## src/rtl/legv8_alc_pipe.sv

```systemverilog
// LEGv8 ALU control decoder with a registered valid/ready output stage.
// Optional feature macro: LEGV8_ALC_MUL_EN enables MUL decode (1100) and the
// MULW multi-cycle stall; without it MUL is flagged illegal and busy is tied 0.
module legv8_alc_pipe #(
    parameter int unsigned CTRL_W  = 4,
    parameter int unsigned MUL_LAT = 4
) (
    input  logic              clk,
    input  logic              rst_n,
    input  logic              in_valid,
    output logic              in_ready,
    input  logic [10:0]       op_code,
    input  logic [1:0]        ALUOp,
    output logic              out_valid,
    input  logic              out_ready,
    output logic [CTRL_W-1:0] ALU_ctrl,
    output logic              illegal,
    output logic              busy
);

    typedef enum logic [1:0] {StEmpty, StHold, StMulw} state_e;

    // Elaboration-time sanity checks on the parameters.
    if (CTRL_W < 4) begin : g_bad_ctrl_w
        $error("CTRL_W must be at least 4");
    end
    if (MUL_LAT < 2 || MUL_LAT > 16) begin : g_bad_mul_lat
        $error("MUL_LAT must be in 2..16");
    end

    state_e     state_q, state_d;
    logic [3:0] ctrl_q, ctrl_d;
    logic       illegal_q, illegal_d;
    logic [3:0] dec_ctrl;
    logic       dec_illegal;
    logic       dec_mul;
    logic       accept;

`ifdef LEGV8_ALC_MUL_EN
    // Counts remaining MULW cycles; loaded so HOLD is reached MUL_LAT cycles after accept.
    localparam logic [4:0] MulLoad = 5'(MUL_LAT - 2);
    logic [4:0] cnt_q, cnt_d;
`endif

    // Decode ALUOp/op_code into the 4-bit control code, illegal flag and MUL marker.
    always_comb begin
        dec_ctrl    = 4'b1111;
        dec_illegal = 1'b1;
        dec_mul     = 1'b0;
        unique case (ALUOp)
            2'b00: begin dec_ctrl = 4'b0010; dec_illegal = 1'b0; end
            2'b01: begin dec_ctrl = 4'b0111; dec_illegal = 1'b0; end
            2'b10: begin
                case (op_code)
                    11'b10001011000: begin dec_ctrl = 4'b0010; dec_illegal = 1'b0; end
                    11'b11001011000: begin dec_ctrl = 4'b0110; dec_illegal = 1'b0; end
                    11'b10001010000: begin dec_ctrl = 4'b0000; dec_illegal = 1'b0; end
                    11'b10101010000: begin dec_ctrl = 4'b0001; dec_illegal = 1'b0; end
                    11'b11001010000: begin dec_ctrl = 4'b0011; dec_illegal = 1'b0; end
                    11'b11010011011: begin dec_ctrl = 4'b1000; dec_illegal = 1'b0; end
                    11'b11010011010: begin dec_ctrl = 4'b1001; dec_illegal = 1'b0; end
`ifdef LEGV8_ALC_MUL_EN
                    11'b10011011000: begin
                        dec_ctrl    = 4'b1100;
                        dec_illegal = 1'b0;
                        dec_mul     = 1'b1;
                    end
`endif
                    default: ;
                endcase
            end
            default: begin
                case (op_code[10:1])
                    10'b1001000100: begin dec_ctrl = 4'b0010; dec_illegal = 1'b0; end
                    10'b1101000100: begin dec_ctrl = 4'b0110; dec_illegal = 1'b0; end
                    10'b1001001000: begin dec_ctrl = 4'b0000; dec_illegal = 1'b0; end
                    10'b1011001000: begin dec_ctrl = 4'b0001; dec_illegal = 1'b0; end
                    10'b1101001000: begin dec_ctrl = 4'b0011; dec_illegal = 1'b0; end
                    default: ;
                endcase
            end
        endcase
    end

    assign in_ready  = (state_q == StEmpty) || ((state_q == StHold) && out_ready);
    assign accept    = in_valid && in_ready;
    assign out_valid = (state_q == StHold);
    assign ALU_ctrl  = CTRL_W'(ctrl_q);
    assign illegal   = illegal_q;
`ifdef LEGV8_ALC_MUL_EN
    assign busy      = (state_q == StMulw);
`else
    assign busy      = 1'b0;
`endif

    // Next-state logic: load on accept, drain on out_ready, count down through MULW.
    always_comb begin
        state_d   = state_q;
        ctrl_d    = ctrl_q;
        illegal_d = illegal_q;
`ifdef LEGV8_ALC_MUL_EN
        cnt_d     = cnt_q;
`endif
        if (accept) begin
            ctrl_d    = dec_ctrl;
            illegal_d = dec_illegal;
            state_d   = dec_mul ? StMulw : StHold;
`ifdef LEGV8_ALC_MUL_EN
            cnt_d     = dec_mul ? MulLoad : 5'd0;
`endif
        end else begin
            unique case (state_q)
                StHold: if (out_ready) state_d = StEmpty;
                StMulw: begin
`ifdef LEGV8_ALC_MUL_EN
                    if (cnt_q == 5'd0) begin
                        state_d = StHold;
                    end else begin
                        cnt_d = cnt_q - 5'd1;
                    end
`else
                    state_d = StEmpty;
`endif
                end
                default: ;
            endcase
        end
    end

    // State and output registers with asynchronous active-low reset.
    always_ff @(posedge clk or negedge rst_n) begin
        if (!rst_n) begin
            state_q   <= StEmpty;
            ctrl_q    <= 4'b0000;
            illegal_q <= 1'b0;
`ifdef LEGV8_ALC_MUL_EN
            cnt_q     <= 5'd0;
`endif
        end else begin
            state_q   <= state_d;
            ctrl_q    <= ctrl_d;
            illegal_q <= illegal_d;
`ifdef LEGV8_ALC_MUL_EN
            cnt_q     <= cnt_d;
`endif
        end
    end

endmodule

```

## config.mk

```make
export PLATFORM = sky130hd
export DESIGN_NAME = legv8_alc_pipe
export DESIGN_NICKNAME = d
export VERILOG_FILES = /design/src/rtl/legv8_alc_pipe.sv
export SDC_FILE = /design/constraint.sdc
export NUM_CORES = 1
export LEC_CHECK = 0
export CORE_MARGIN = 3
export CORE_UTILIZATION = 40
export CTS_CLUSTER_DIAMETER = 150
export CTS_CLUSTER_SIZE = 16
export DETAILED_ROUTE_END_ITERATION = 7
export PLACE_DENSITY = 0.88
export SKIP_CTS_REPAIR_TIMING = 1
export SLEW_MARGIN = 20
export SYNTH_ARGS = -nofsm -noshare
export SYNTH_HDL_FRONTEND = slang
export SYNTH_SLANG_ARGS = --single-unit
export TNS_END_PERCENT = 5
```

## constraint.sdc

```tcl
create_clock -name clk -period 1.57 [get_ports clk]
set_clock_uncertainty 0.15 [all_clocks]
set_input_delay 0.314 -clock clk [delete_from_list [all_inputs] [get_ports clk]]
set_output_delay 0.314 -clock clk [all_outputs]
set_load 0.05 [all_outputs]
```

==> impl_metrics.ini, run 1 <==
[grt]
antenna_found_initial = 0
grtUsageTotal_pct = 23.2
grt_start_max_net_pins = 8
grt_pass1_vias = 718
grt_pass1_wl_um = 3260
overflow = 0

[synthesis]
synth_area_um2 = 554
synth.net_count = 81
synth_cells = 64
ys_seq_area_share_pct = 27.1
synth-seq-cells = 6
synth.area.top_cells = dfrtp_1 (27%), o22a_1 (4.7%), nand2b_1 (4.5%), nand2_1 (4.1%), nor4_4 (3.8%)
yosys.area.top_type = dfrtp_1
yosysUniqueCellTypes = 38
yosysWarnings = 0
synth_top_area_share_pct = 27.1
synth.avg_cell_area_um2 = 8.66

[clock_tree]
root_buffer = clkbuf_4
cts_num_sinks = 6
cts_inserted_buffers = 3
cts.htree.levels = 1
clk_pin_slew_ns = 0.06
clk_latency_ns = 0.27
clk_path_buf_depth = 2
cts_tree = done

[power]
ir_drop_mv = 0.464
p_total_mw = 0.722
leakage_nw = 0.558
power_density_nw_per_um2 = 654

[worst_setup_path]
critPathMaxFanout = 4
cp-end-kind = register
required_ns = 1.57
startpoint_type = input pin
path_class = in2reg
cp.arrival_ns = 1.75

[floorplanning]
die_w_um = 43.2
die_area_um2 = 1870
num_rows = 12
start_util_pct = 46.1
die_h_um = 43.2
ios = 25
design.core.area_um2 = 1200

[sta]
setup_slack_ns = -0.185
final.setup.tns_ns = -0.747
rsz0062_at_grt = true
hold_violations = 0
clock.fmax_ghz = 0.570
finalCritPeriodShare_pct = 112
drv_slew = 0
setup-violations-final = 5
post-route-min-period_ns = 1.76
fin_hold_ws_ns = 0.121

[detailed_routing]
viasPerCell = 5.75
remaining_drc_errors = 0
vias = 719
wire_per_inst_um = 16.8
dr.pass1.iters = 4
routed_wl_um = 2110
drt.antenna.violating_nets = 0
first_iter_violations = 19

[flow_run]
cap_violations = 0

[cells_and_area]
drive_above_1_share_pct = 41.4
synthToLayoutAreaGrowth_pct = 99.1
diodes = 0
finalNetCount = 129

[outcome]
violations = negative setup slack
status = complete, but fails checks

[placement]
io_buffers = 23
hpwl_um = 1530
gp_congestion = 0.875

[worst_hold_path]
hp-class = in2async
## registers in the layout, indices dropped and copies added, names as in the netlist
register / cells
ALU_ctrl: 4
illegal: 1
state_q: 1
## routing by layer
metal  wire [µm]  GRT usage, %
met1         837          26.4
met2        1100          40.4
met3         120          6.78
met4          50          7.83
met5           0             0
## synth_stat cells, drive strengths merged
master and instances:
nor4 2, nand2b 4, nor3b 1, and4 1
o32ai 1, xnor2 1, and2b 1, o21ai 2
clkbuf 1, and2 1, nand2 6, or3b 2
conb 1, nor3 3, a41o 1, o22a 3
nor2b 2, buf 1, dfrtp 6, a21boi 1
inv 3, or2b 1, o31ai 1, nor2 5
a211oi 1, a21o 1, and3 1, and3b 1
o21a 2, a221oi 1, nand4b 1, a32oi 1
o221ai 1, a31oi 1, nor4b 2
## cells by family after synthesis
logic type	count (synthesis)	synth area share [%]
and+or+nand+nor	34	42.0
DFF	6	27.1
AOI/OAI and AO/OA	17	23.9
xor gates and xnor gates	1	1.58
buffers and inverters	5	4.74
other	1	0.677
## layout by cell type (no fill, tap or decap), types with 2 or more instances in the layout
cell type / synthesis / layout
nor2b_1: 2 / 2
nand2_1: 6 / 6
clkbuf_4: 1 / 3
buf_4: 1 / 21
buf_6: 0 / 3
nor2_1: 5 / 5
dlymetal6s2s_1: 0 / 10
o21a_1: 2 / 2
inv_1: 3 / 3
dfrtp_1: 6 / 5
nor3_1: 2 / 2
o22a_1: 3 / 3
clkdlybuf4s50_1: 0 / 3
o21ai_0: 2 / 2
nand2b_1: 4 / 3
buf_12: 0 / 7
## layout make-up
class | instances | area (µm²)
clock buffers | 4 | 26.3
well taps | 14 | 17.5
inverters | 3 | 11.3
fillers | 49 | 97.6
multi-input cells | 53 | 405
flip-flops and latches | 6 | 151
repair buffers | 45 | 492
## final timing paths
kind / endpoint / slack, ns / depth (start not counted) / start
min: ALU_ctrl[3] / 0.12 / 1 / rst_n
min in group clk: state_q[0] / 0.27 / 4 / out_ready
max in group asynchronous: state_q[0] / 0.92 / 1 / rst_n
max reg2reg: ALU_ctrl[0] / 0.09 / 5 / state_q[0]
max: ALU_ctrl[0] / -0.19 / 6 / op_code[5]
min reg2reg: illegal / 0.41 / 1 / illegal
## worst max-delay path: stages
cell     delay (ns)
buf_6          0.09
or3b_4         0.41
nor4_4         0.40
o31ai_2        0.13
a21o_1         0.22
o22a_1         0.19
## power breakdown
group	switching [mW]	internal, mW	total [mW]
sequential	0.0225	0.174	0.197
clock	0.0799	0.0978	0.178
combinational	0.166	0.182	0.348
## through the flow
| step | cell area, µm² | setup WS [ns] | util (%) | instances |
|---|---|---|---|---|
| 2_1_floorplan | 563 | -0.168 | - | 64 |
| 3_3_place_gp | 1010 | -0.692 | 84.0 | 118 |
| 3_5_place_dp | 1010 | -0.832 | 84.0 | 118 |
| 4_1_cts | 1030 | -0.520 | 86.1 | 122 |
| 5_1_grt | 1100 | -0.238 | 91.9 | 125 |
| 6_report | 1100 | -0.185 | 91.9 | 125 |
(Power assumes the default switching activity.)
==> run 2, diff against run 1 <==
--- a/config.mk
+++ b/config.mk
@@ -16,4 +16,4 @@
 export SYNTH_ARGS = -nofsm -noshare
 export SYNTH_HDL_FRONTEND = slang
 export SYNTH_SLANG_ARGS = --single-unit
-export TNS_END_PERCENT = 5
+export TNS_END_PERCENT = 100
==> impl_metrics.ini, run 2 (synthesis results as in run 1) <==
[sta]
setup_slack_ns = -0.181
rsz0062_at_grt = true
hold_violations = 0
finalCritPeriodShare_pct = 112
clock.fmax_ghz = 0.571
setup-violations-final = 5
post-route-min-period_ns = 1.75
fin_hold_ws_ns = 0.148
drv_slew = 0

[cells_and_area]
fin_util_pct = 89.7
synthToLayoutAreaGrowth_pct = 94.4
diodes = 0
drive_above_1_share_pct = 42.1
final_cell_mix = buf_4 (17), dlymetal6s2s_1 (10), buf_12 (7), nand2_1 (6)
final_common_cell = buf_4
largest_reg_flops = 4
fin_area_um2 = 1080
finalNetCount = 125

[grt]
grt_pass1_wl_um = 3100
grt_start_max_net_pins = 8
grtUsageTotal_pct = 22.2
grt_pass1_vias = 706
overflow = 0
antenna_found_initial = 0

[floorplanning]
die_w_um = 43.2
die_area_um2 = 1870
num_rows = 12
start_util_pct = 46.1
ios = 25
die_h_um = 43.2
design.core.area_um2 = 1200

[flow_run]
cap_violations = 0

[worst_setup_path]
crit_family = simple AND/OR/NAND/NOR gates
cp-end-kind = register
ff2ff_path_depth = 5
cpMaxStageDelayCell = or3b_4
path_cells = buf_6 -> or3b_4 -> nor4_4 -> o31ai_1 -> a21o_1 -> o22a_1
r2r_setup_slack_ns = 0.13
path_buf_inv = 1
critPathMaxFanout = 4
worstSetupPathDepth = 6
startpoint_type = input pin
path_class = in2reg
cp.arrival_ns = 1.75
slowest_delay_ns = 0.41
required_ns = 1.56

[placement]
io_buffers = 23
hpwl_um = 1430
place_ws_ns = -0.748
placed_area_um2 = 986
gp_congestion = 0.769

[clock_tree]
cts_inserted_buffers = 3
root_buffer = clkbuf_4
cts_num_sinks = 6
clk_pin_slew_ns = 0.05
cts.htree.levels = 1
clk_latency_ns = 0.26
cts_tree = done
clk_path_buf_depth = 2

[outcome]
violations = negative setup slack
status = complete, but fails checks

[power]
pwr-share-comb_pct = 48.6
p_total_mw = 0.704
p_sw_share_pct = 36.8
p_int_mw = 0.445
clockPowerShare_pct = 23.4
ir_drop_mv = 0.581
power_density_nw_per_um2 = 654
power_switching_mw = 0.259
seq_power_share_pct = 28.0
leakage_nw = 0.542

[detailed_routing]
viasPerCell = 5.70
first_iter_violations = 19
routed_wl_um = 2180
wire_per_inst_um = 18.0
dr.pass1.iters = 5
remaining_drc_errors = 0
vias = 690
drt.antenna.violating_nets = 0

[worst_hold_path]
hp-class = in2async
-- run 2: changes by cell type in the layout (fill, tap and decap cells not counted), sizes merged --
cell           before  now
buf                31   26
clkbuf              5    7
clkdlybuf4s50       3    2
-- run 2: power groups by stage --
stage / Sequential, mW / Combinational, mW / Clock, mW
final: 0.197 / 0.342 / 0.165
after global routing: 0.199 / 0.359 / 0.179
after CTS: 0.197 / 0.334 / 0.170
after detailed placement: 0.199 / 0.333 / 0
after global placement: 0.199 / 0.325 / 0
after floorplan: 0.255 / 0.0795 / 0
-- run 2: cell type report --
| class | instances | area, µm² |
|---|---|---|
| clock buffers | 4 | 26.3 |
| fillers | 57 | 124 |
| inverters | 3 | 11.3 |
| multi-input cells | 53 | 420 |
| flip-flops and latches | 6 | 151 |
| well taps | 14 | 17.5 |
| repair buffers | 41 | 450 |
-- run 2: path summary, 6_finish.rpt --
check                              end        start
setup / recovery           ALU_ctrl[3]   op_code[5]
hold / removal             ALU_ctrl[3]        rst_n
setup reg to reg           ALU_ctrl[3]   state_q[0]
hold reg to reg            ALU_ctrl[0]  ALU_ctrl[0]
max in group asynchronous   state_q[0]        rst_n
min in group clk            state_q[0]    out_ready
-- run 2: through the flow --
stage,TNS (ns),std cells
after floorplan,-0.759,64
after global routing,-0.849,121
after detailed placement,-3.65,115
after CTS,-2.42,119
after global placement,-3.30,115
final,-0.701,121
-- run 2: routing by layer --
| layer | GRT usage [%] | routed length [µm] |
|---|---|---|
| met1 | 25.3 | 834 |
| met2 | 37.8 | 1210 |
| met3 | 6.36 | 114 |
| met4 | 9.64 | 26 |
| met5 | 0 | 0 |
